[config.mk]
export PLATFORM = sky130hd
export DESIGN_NAME = mem_port_ctrl
export DESIGN_NICKNAME = d
export VERILOG_FILES = /design/src/rtl/mem_port_ctrl.sv
export SDC_FILE = /design/constraint.sdc
export NUM_CORES = 1
export LEC_CHECK = 0
export BUFFER_PORTS_ARGS = -buffer_cell sky130_fd_sc_hd__buf_2
export CAP_MARGIN = 20
export CORE_AREA = 2 2 275 277
export CTS_CLUSTER_DIAMETER = 50
export DETAILED_ROUTE_END_ITERATION = 16
export DIE_AREA = 0 0 277 279
export PLACE_DENSITY_LB_ADDON = 0.3
export RECOVER_POWER = 50
export SLEW_MARGIN = 20
export SYNTH_ARGS = -nofsm -noshare
export SYNTH_HDL_FRONTEND = slang
export SYNTH_SLANG_ARGS = --single-unit
[constraint.sdc]
create_clock -name i_clk -period 30.7 [get_ports i_clk]
set_input_delay 0 -clock i_clk [delete_from_list [all_inputs] [get_ports i_clk]]
set_output_delay 0 -clock i_clk [all_outputs]
set_load 0.005 [all_outputs]
[src/rtl/mem_port_ctrl.sv]
// Per-processor front end for the shared scratchpad: holds one load/store
// request until the arbiter grants it, captures read data and returns one response pulse.
module mem_port_ctrl #(
  parameter int BUS_SIZE   = 160,
  parameter int ADDR_SIZE  = 24,
  parameter int RD_LATENCY = 1,
  parameter int TIMEOUT    = 255
) (
  input  logic                 i_clk,
  input  logic                 i_rst,
  input  logic                 i_cmd_valid,
  input  logic                 i_cmd_we,
  input  logic [ADDR_SIZE-1:0] i_cmd_addr,
  input  logic [BUS_SIZE-1:0]  i_cmd_wdata,
  input  logic [2:0]           i_cmd_size,
  output logic                 o_cmd_ready,
  output logic                 o_rsp_valid,
  output logic                 o_rsp_we,
  output logic                 o_rsp_err,
  output logic [BUS_SIZE-1:0]  o_rsp_rdata,
  output logic                 o_req_rd,
  output logic                 o_req_wr,
  input  logic                 i_grant_rd,
  input  logic                 i_grant_wr,
  output logic [ADDR_SIZE-1:0] o_addr,
  output logic [BUS_SIZE-1:0]  o_wdata,
  output logic [2:0]           o_wr_size,
  input  logic [BUS_SIZE-1:0]  i_mem_rd
);

  localparam int WAIT_W = (TIMEOUT == 0) ? 1 : $clog2(TIMEOUT + 1);
  localparam logic [WAIT_W-1:0] WAIT_LAST = (TIMEOUT == 0) ? '0 : WAIT_W'(TIMEOUT - 1);
  localparam logic [1:0] LAT_INIT = 2'(RD_LATENCY);

  typedef enum logic [1:0] {IDLE, REQ, RD_WAIT, RESP} state_t;

  state_t               state_q;
  logic [WAIT_W-1:0]    wait_q;
  logic [1:0]           lat_q;
  logic                 we_q;
  logic                 ready_q;
  logic                 rsp_valid_q;
  logic                 rsp_we_q;
  logic                 rsp_err_q;
  logic [BUS_SIZE-1:0]  rdata_q;
  logic                 req_rd_q;
  logic                 req_wr_q;
  logic [ADDR_SIZE-1:0] addr_q;
  logic [BUS_SIZE-1:0]  wdata_q;
  logic [2:0]           size_q;

  logic grant_hit;
  logic wait_hit;

  assign grant_hit = we_q ? i_grant_wr : i_grant_rd;
  // True in the REQ cycle whose closing edge makes the wait counter reach TIMEOUT.
  assign wait_hit  = (TIMEOUT != 0) && (wait_q == WAIT_LAST);

  // NOTE: every register below uses non-blocking assignment so all state
  // updates see the pre-edge values, independent of statement order.
  always_ff @(posedge i_clk or posedge i_rst) begin
    if (i_rst) begin
      state_q     <= IDLE;
      wait_q      <= '0;
      lat_q       <= '0;
      we_q        <= 1'b0;
      ready_q     <= 1'b0;
      rsp_valid_q <= 1'b0;
      rsp_we_q    <= 1'b0;
      rsp_err_q   <= 1'b0;
      rdata_q     <= '0;
      req_rd_q    <= 1'b0;
      req_wr_q    <= 1'b0;
      addr_q      <= '0;
      wdata_q     <= '0;
      size_q      <= '0;
    end else begin
      rsp_valid_q <= 1'b0;
      case (state_q)
        IDLE: begin
          ready_q <= 1'b1;
          if (i_cmd_valid && ready_q) begin
            ready_q  <= 1'b0;
            addr_q   <= i_cmd_addr;
            wdata_q  <= i_cmd_wdata;
            size_q   <= i_cmd_size;
            we_q     <= i_cmd_we;
            req_wr_q <= i_cmd_we;
            req_rd_q <= !i_cmd_we;
            wait_q   <= '0;
            state_q  <= REQ;
          end
        end
        REQ: begin
          wait_q <= (wait_q == '1) ? wait_q : wait_q + 1'b1;
          // A grant in the timeout cycle takes priority over the timeout.
          if (grant_hit) begin
            req_rd_q <= 1'b0;
            req_wr_q <= 1'b0;
            if (we_q || RD_LATENCY == 0) begin
              if (!we_q) rdata_q <= i_mem_rd;
              rsp_valid_q <= 1'b1;
              rsp_we_q    <= we_q;
              rsp_err_q   <= 1'b0;
              state_q     <= RESP;
            end else begin
              lat_q   <= LAT_INIT;
              state_q <= RD_WAIT;
            end
          end else if (wait_hit) begin
            req_rd_q    <= 1'b0;
            req_wr_q    <= 1'b0;
            rsp_valid_q <= 1'b1;
            rsp_we_q    <= we_q;
            rsp_err_q   <= 1'b1;
            state_q     <= RESP;
          end
        end
        RD_WAIT: begin
          if (lat_q == 2'd1) begin
            rdata_q     <= i_mem_rd;
            rsp_valid_q <= 1'b1;
            rsp_we_q    <= 1'b0;
            rsp_err_q   <= 1'b0;
            state_q     <= RESP;
          end else begin
            lat_q <= lat_q - 2'd1;
          end
        end
        RESP: begin
          ready_q <= 1'b1;
          state_q <= IDLE;
        end
        default: state_q <= IDLE;
      endcase
    end
  end

  assign o_cmd_ready = ready_q;
  assign o_rsp_valid = rsp_valid_q;
  assign o_rsp_we    = rsp_we_q;
  assign o_rsp_err   = rsp_err_q;
  assign o_rsp_rdata = rdata_q;
  assign o_req_rd    = req_rd_q;
  assign o_req_wr    = req_wr_q;
  assign o_addr      = addr_q;
  assign o_wdata     = wdata_q;
  assign o_wr_size   = size_q;

endmodule

## After elaboration in Yosys (flattened, before gate mapping)

Index checks and enable logic that the tools add are counted.

- Flip-flop bits (word level): 366
- Input port bits: 353
- Output and inout bits: 353
- Logic and storage cells: 79

- Add/subtract/negate cells: 2
- Equal/unequal tests: 14
- Mux-type cells: 36
- Reductions and logical operators: 13

Operators by type and width:

| cell | count |
|---|---|
| $mux W1 | 18 |
| $eq A8 B8 Y1 const B | 2 |
| $mux W8 | 2 |
| $pmux W8 S2 | 1 |
| $mux W2 | 7 |
| $ne A2 B2 Y1 const B | 6 |
| $pmux W1 S2 | 6 |
| $reduce_and A3 Y1 | 3 |
| $add A8 B1 Y8 const B | 1 |
| $pmux W2 S4 | 1 |
| $reduce_and A4 Y1 | 2 |
| $ne A3 B3 Y1 const B | 2 |
| $reduce_bool A2 Y1 | 3 |
| $eq A2 B1 Y1 const B | 2 |
| $eq A2 B2 Y1 const B | 2 |
| $pmux W2 S2 | 1 |
| $reduce_and A2 Y1 | 2 |
| $logic_not A2 Y1 | 1 |
| $sub A2 B1 Y2 const B | 1 |
| $logic_and A1 B1 Y1 | 1 |
| $logic_not A1 Y1 | 1 |

## Longest topological paths before layout

Gate-level depths: netlist of the first run.

- Depth in word-level cells: 4
- Mapped depth: 9
- Mapped depth without buffers: 6

## Worst setup path before layout of the first run

Ideal clock, no wire load.

- Path kind: register to register
- Start point: register state_q[0]
- End point: register rdata_q[10] (netlist: o_rsp_rdata[10])
- Library setup time: 0.125 ns
- Data arrival time: 1.628 ns
- Data required time: 30.575 ns
- Slack: 28.947 ns
- Cell stages (with the launch flop): 8
- Path through: dfrtp_1 inv_1 ha_1 and2_1 buf_2 buf_2 buf_4 mux2_2

- Cells in the longest elaborated chain, start to end: 2

RTL lines:

| what | line | RTL |
|---|---|---|
| from (decl) | 37 | `state_t state_q;` |
| from (signal assigned) | 63 | `state_q <= IDLE;` |
| from (signal assigned) | 91 | `state_q <= REQ;` |
| from (signal assigned) | 105 | `state_q <= RESP;` |
| $eq A2 B2 Y1 | 79 | `case (state_q)` |
| $reduce_and A2 Y1 (no line) | -- |  |
| to (signal assigned) | 101 | `if (!we_q) rdata_q <= i_mem_rd;` |
| to (signal assigned) | 121 | `rdata_q <= i_mem_rd;` |
| to (decl) | 45 | `logic [BUS_SIZE-1:0] rdata_q;` |

No other way between the ends.
A chain may end at the register's enable or synchronous reset.

==> results of run 1 <==
cells in the mapped netlist, drive strengths merged (5+ instances only):
| library cell | instances | share of area, % |
|---|---|---|
| clkbuf | 20 | 0.53 |
| ha | 7 | 0.62 |
| o21ai | 11 | 0.39 |
| inv | 10 | 0.27 |
| buf | 43 | 1.8 |
| a21oi | 8 | 0.29 |
| mux2 | 161 | 13 |
| dfrtp | 366 | 65 |
| nand3 | 5 | 0.18 |
| nand2 | 575 | 15 |
layout make-up:
| type | count | share of cell area (%) |
|---|---|---|
| clock buffer | 60 | 5.51 |
| tap | 969 | 5.19 |
| inverter | 10 | 0.166 |
| antenna | 2 | 0.0214 |
| multi-input combinational | 815 | 19.5 |
| sequential | 366 | 39.2 |
| timing repair buffer | 1069 | 29.2 |
| clock inverter | 28 | 1.22 |
state kept, by name (all words and copies together) (netlist names), 2 cells and up:
register,flops
lat_q,2
state_q,2
o_addr,24
o_wr_size,3
wait_q,8
o_wdata,160
o_rsp_rdata,160
placed cells by master, fill, tap and decap left out, drive strengths merged, types with 2 or more instances in the layout:
master,n
a211oi,2
a21oi,8
a31oi,2
and3,3
buf,447
bufinv,2
clkbuf,328
clkinv,14
clkinvlp,4
dfrtp,366
diode,2
dlygate4sd3,354
ha,7
inv,18
mux2,161
mux2i,2
nand2,575
nand2b,4
nand3,5
nand4,3
nor2,4
nor2b,4
nor3,2
o21ai,11
o22ai,4
o311ai,2
or3,3
stage by stage:
| step | cell area (um2) | total power (W) | setup slack [ns] |
|---|---|---|---|
| after floorplan | 14000 | 0.00128 | 20.54 |
| after global placement | 18600 | 0.00163 | 27.36 |
| after detailed placement | 18600 | 0.00165 | 27.30 |
| after global routing | 23300 | 0.00234 | 21.76 |
| after CTS | 23700 | 0.00225 | 27.27 |
| final | 23300 | 0.00218 | 23.48 |
metal layers:
| metal | vias to the layer above | share of wire (%) | track usage (%) |
|---|---|---|---|
| met5 | - | 0 | 0 |
| met4 | 0 | 4.4 | 5.92 |
| met3 | 111 | 7.3 | 3.75 |
| met2 | 530 | 51 | 21.9 |
| met1 | 6187 | 37 | 12.8 |
| li1 | 6148 | - | - |
worst paths after layout:
| check | start | end | slack (ns) | depth (start not counted) |
|---|---|---|---|---|
| worst max-delay path | i_rst | o_addr[23]$_DFFE_PP0P_ | 23.48 | 6 |
| worst min-delay path | i_cmd_wdata[50] | o_wdata[50]$_DFFE_PP0P_ | 0.16 | 4 |
| worst max register to register | state_q[0]$_DFFE_PP0P_ | o_rsp_rdata[78]$_DFFE_PP0P_ | 26.10 | 6 |
| worst min register to register | o_wdata[62]$_DFFE_PP0P_ | o_wdata[62]$_DFFE_PP0P_ | 0.47 | 2 |
| max in group i_clk | state_q[0]$_DFFE_PP0P_ | o_rsp_rdata[78]$_DFFE_PP0P_ | 26.10 | 6 |
| min in group asynchronous | i_rst | o_rsp_rdata[7]$_DFFE_PP0P_ | 1.62 | 3 |
report_power, final:
group | total (W) | leakage, nW | internal (W) | switching (W)
logic | 0.000790 | 6.01 | 0.000381 | 0.000409
clock network | 0.000547 | 0.767 | 0.000321 | 0.000226
registers | 0.000846 | 4.46 | 0.000717 | 0.000130
total | 0.00218 | 11.2 | 0.00142 | 0.000765
worst register-to-register path, stage by stage (launching register included):
cell and delay [ns]:
dfrtp_1 0.40, inv_1 0.12, ha_1 0.26, and2_0 1.48
buf_4 0.85, buf_4 0.83, mux2_2 0.51
repair_timing:
action / 4_1_cts / 5_1_grt
hold endpoints to repair: 476 / 0
hold buffers: 354 / 0
resized for setup: 0 / 0
kinds of logic after synthesis:
group,count (synthesis)
fa+ha+maj,7
buf+inv,73
compound gates,39
flops,366
mux,163
simple gates,606
==> results.md, run 1 <==
- Fill count: 7637
- Register area: 0.00916 mm2
- Critical path's slowest cell: clkinvlp_2
- F_max: around 140 MHz
- Top cell by count, worst path: buf_4
- Initial antenna violation count: 2
- Rows: 100
- Final non-filler cell total: 3319
- Xor-xnor portion of the synthesized cell area: 0%
- Mean Syn Cell Area: about 11 um2
- Crit path buffers/inverters: 6
- Total gr overflow: 0
- CTS tree: yes
- Total track usage: 12.1%
- Largest family of logic cells by synthesized area: simple AND/OR/NAND/NOR gates
- Slew HR: -261%
- Synthesis-stage register bit count: between 300 and 400
- Final worst path period need: 7.22 ns
- Simple-Gate Fraction of Synth Area: 16.7%
- Cell family with most CP delay: buffers and inverters
- Post-Syn Nets: 1614
- Worst hold-check path type: in -> reg
- Kind of critical path: in -> async
- Final Cycle Share: between 20% and 30%
- Power density over the cells: 93.5 mW/mm2
- Buffer levels on the longest clock path: 3
- DR iter-0 viols: 496
- Dpl cells: 2875
- Die area: 0.0773 mm2
- Antenna Violating Nets Remaining: 0
- Synth Area in Compound Gates: ~1.8%
- Fin Hold WS: 0.157 ns
- Max_cap viols: 3
- Peak VDD IR: 0.0395 mV
- Pleak: 11.2 nW
- Tightest Pin Transition: approximately 5.4 ns
- Final setup violation count: 0
- Root buf cell: clkbuf_16
- PortBufs: slightly above 700
- Clock-pin slew on the worst setup and hold paths: 0.06 ns
- DRT Pass-1 Iters: 4
- Status: complete, but fails checks
- Max incr delay on CP: 2.95 ns
- Critical path, cell by cell: dlygate4sd3_1 -> buf_2 -> clkinvlp_2 -> clkbuf_1 -> buf_4 -> buf_4
- Multi-input gate area: approximately 0.0045 mm2
- Clock Latency Late Sink: 0.58 ns
- Die width: 277 um
- WL/cell: approximately 15 um
- Post-CTS Setup Bufs: 0
- Clk_skew: between 0.03 and 0.04 ns
- Mapped cell area: 0.0140 mm2
- Synth Area in Adders: less than 1%
- Die height: roughly 280 um
- Total wire length: 48900 um
- Crit. End Element: async pin
- Multiplexer share of the synthesized area: 13.1%
- First-pass GRT wire length: roughly 76000 um
- Number of global-route vias before repair: between 10k and 15k
- # IOs: between 700 and 800
- Initial core utilization: 19.0%
- Pin count of the biggest net entering global routing: between 100 and 150
- H-tree depth: 2
- Crit-path max FO: 122
- DR vias/cell: between 3 and 4
- Syn-to-layout area delta: 66.2%
- Core area: around 0.074 mm2
- DRC errors left: 0
- TritonCTS Buffers: 48
- Critical Path AT: 7.82 ns
- CTS sink cnt: roughly 370
- Share of layout cells above drive strength 1: 29.6%
- Yosys Warn Count: 0
- Hold Violations, Final: 0
- Post-synth top flop: dfrtp_1
- RSZ-0062 raised after global routing: no
- Final Max Tran Viols: about 220
- Critical Path Start Type: input port
- Critical Path RT: around 31 ns
- Post-synth cell types: 45
- Via count: 13.0k
- Hpwl dp: 33800 um
- Cells after synthesis: 1254
- Setup TNS: 0 ns
- Final net count: 2670
- Violated checks: capacitance limit, slew limit
- Final core occ: 31.5%
- Post-synthesis sequential area ratio: between 60 and 70%
- Post-synth EDFFs: 0
- Placer Congestion: 0.913
- Async SR Flop Fraction: 100%
No activity file was read; power rests on OpenSTA's default activity.
==> inputs of run 2 (changes only) <==
Clock period 30.7 ns to 6.5 ns, I/O delays scaled along.
==> run 2 against run 1 <==
Compared with the run above: the flow still finishes with violations (capacitance limit, slew limit); register-to-register slack worse by 23 ns; total power rose to 5.0 times the previous value; via count up 0.24%; clock power rose to 5.7 times the previous value; setup slack worse by 20 ns; combinational power rose to 4.8 times the previous value; critical path depth up 1; sequential share of layout area down 0.93 points; sequential power rose to 4.7 times the previous value.
==> results.md, run 2 (synthesis gave the netlist of run 1 again) <==
- Initial core utilization: 19.0% (unchanged)
- RSZ-0062 raised after global routing: no
- Die area: 0.0773 mm2 (unchanged)
- Initial antenna violation count: 2 (unchanged)
- Crit-path max FO: 87 (-29%)
- Die height: 279 um (unchanged)
- Rows: 100 (unchanged)
- Critical Path AT: 3.52 ns (-4.30 ns)
- Multi-input gate area: 0.00455 mm2 (about the same)
- Hold Violations, Final: 0 (unchanged)
- DR iter-0 viols: 545 (+9.9%)
- Setup TNS: 0 ns (unchanged)
- Final setup violation count: 0 (unchanged)
- Total gr overflow: 0 (unchanged)
- WL/cell: 14.7 um (-0.13%)
- R2R Path Start: state_q[0]$_DFFE_PP0P_
- Antenna Violating Nets Remaining: 0 (unchanged)
- Commonest non-fill, non-tap cell in the layout: nand2_1
- DR vias/cell: 3.89 (-0.63%)
- Critical Path Start Type: flip-flop
- TritonCTS Buffers: 56 (+17%)
- CTS tree: yes
- Sw Ratio: 34.1% (-0.91 points)
- Crit. End Element: flip-flop
- Most frequent cells in the layout: 575 x nand2_1, 433 x buf_2, 369 x dlygate4sd3_1
- Root buf cell: clkbuf_16
- Total track usage: 12.4% (+0.26 points)
- Register area: 0.00916 mm2 (unchanged)
- PortBufs: 705 (unchanged)
- Placer Congestion: 0.800 (-12%)
- DRT Pass-1 Iters: 6 (+2)
- Tightest Pin Transition: 1.80 ns (-3.59 ns)
- Post-DP Area: 0.0186 mm2 (+0.11%)
- # IOs: 706 (unchanged)
- Final Cell Area: 0.0239 mm2 (+2.4%)
- Fill count: 7581 (-0.73%)
- Setup crit start: state_q[0]$_DFFE_PP0P_
- Buffer levels on the longest clock path: 3 (unchanged)
- Via count: 13.0k (+0.24%)
- Max_cap viols: 1 (-2)
- DRC errors left: 0 (unchanged)
- Met2 WL: 25200 um (+1.4%)
- Clock Latency Late Sink: 0.59 ns (about the same)
- Hpwl dp: 33000 um (-2.5%)
- Final worst path period need: 3.06 ns
- Top layer in use: met5
- Pin count of the biggest net entering global routing: 152 (+24%)
- Final Cycle Share: 47.1%
- Peak VDD IR: 0.216 mV (+450%)
- Worst Setup EP: wait_q[6]$_DFFE_PP0P_
- Status: complete, but fails checks
- CTS sink cnt: 366 (unchanged)
- Kind of critical path: reg -> reg
- H-tree depth: 2 (unchanged)
- Slew HR: -20.8% (+240 points)
- Reg2Reg Depth: 7 (+1)
- Pleak: 11.5 nW (+2.0%)
- Die width: 277 um (unchanged)
- Clk network pwr share: 28.8% (+3.8 points)
- Clk_skew: 0.0211 ns (-0.00958 ns)
- Fin Hold WS: 0.140 ns (-0.0165 ns)
- Share of layout cells above drive strength 1: 29.8% (+0.17 points)
- First-pass GRT wire length: 77600 um (+2.7%)
- Met3 WL: 2980 um (-17%)
- Critical Path RT: 6.95 ns (-24.34 ns)
- Total wire length: 49300 um (+0.74%)
- P_sw: 0.00372 W (+390%)
- Worst hold-check path type: in -> reg
- FF-to-FF End: wait_q[6]$_DFFE_PP0P_
- Pint: 0.00717 W (+410%)
- Met1 Wirelength: 19400 um (+6.2%)
- Violated checks: capacitance limit, slew limit
- Number of global-route vias before repair: 14.0k (+0.76%)
- Final Max Tran Viols: 35 (-84%)
- Logic pwr share: 34.7% (-1.5 points)
- Power density over the cells: 456 mW/mm2 (+390%)
- Worst R2R Setup Slack: 3.44 ns (-22.66 ns)
- F_max: 326 MHz
- Clock-pin slew on the worst setup and hold paths: 0.06 ns (about the same)
- Final net count: 2693 (+0.86%)
- Core area: 0.0741 mm2 (unchanged)
- Syn-to-layout area delta: 70.2%
- Seq pwr share: 36.6% (-2.2 points)
run 2: cell types whose count changed in the layout (fill, tap and decap cells not counted), sizes merged:
cell         change
dlygate4sd3     +15
clkbuf          +11
bufinv           +5
clkinv           -3
clkinvlp         +3
buf              -1
diode            -1
run 2: power by group through the flow:
stage / Clock (W) / Sequential, W / Combinational [W]
after floorplan: 0 / 0.00404 / 0.00201
after global placement: 0 / 0.00395 / 0.00373
after detailed placement: 0 / 0.00397 / 0.00383
after CTS: 0.00323 / 0.00396 / 0.00404
after global routing: 0.00336 / 0.00413 / 0.00418
final: 0.00313 / 0.00398 / 0.00378
run 2: critical path: stages, from the launching register on:
cell and delay (ns):
dfrtp_1 0.40, inv_1 0.12, ha_1 0.41, and3_4 0.40
buf_4 0.72, o2111ai_2 0.28, o311ai_1 0.40, o41ai_1 0.13
run 2: worst min path at each step:
stage | startpoint | to | slack [ns] | cells after the start
5_1_grt | i_cmd_wdata[15] | o_wdata[15]$_DFFE_PP0P_ | 0.11 | 4
2_1_floorplan | i_cmd_addr[0] | o_addr[0]$_DFFE_PP0P_ | 0.11 | 2
3_5_place_dp | i_cmd_addr[16] | o_addr[16]$_DFFE_PP0P_ | 0.19 | 3
4_1_cts | i_cmd_wdata[148] | o_wdata[148]$_DFFE_PP0P_ | 0.08 | 4
3_3_place_gp | i_cmd_wdata[38] | o_wdata[38]$_DFFE_PP0P_ | 0.19 | 3
6_report | i_cmd_wdata[7] | o_wdata[7]$_DFFE_PP0P_ | 0.14 | 4
run 2: repair_timing:
action                    CTS  global route
buffers inserted            0             0
hold endpoints to repair  389             0
resized for setup           0             0
hold buffers              369             0
run 2: per-layer routing:
metal  track usage, %  up-vias
met5                0        -
met4             4.71        2
met3             3.04      107
met2             22.3      469
met1             14.1     6233
li1                 -     6196
run 2: area by class of cell:
class / count / share of cell area (%)
timing repair buffer: 1084 / 29.2
antenna: 1 / 0.0105
clock buffer: 70 / 6.42
inverter: 10 / 0.162
tap: 969 / 5.07
sequential: 366 / 38.3
multi-input combinational: 815 / 19.0
clock inverter: 33 / 1.82
run 2: metrics by stage:
stage          power, W  util (%)  setup slack [ns]  std cells
6_report         0.0109      32.3              3.44       3348
5_1_grt          0.0117      32.3              3.23       3348
4_1_cts          0.0112      32.7              3.40       3347
3_5_place_dp    0.00780      25.1              3.43       2875
3_3_place_gp    0.00768      25.1              3.52       2875
2_1_floorplan   0.00605         -              1.59       1254
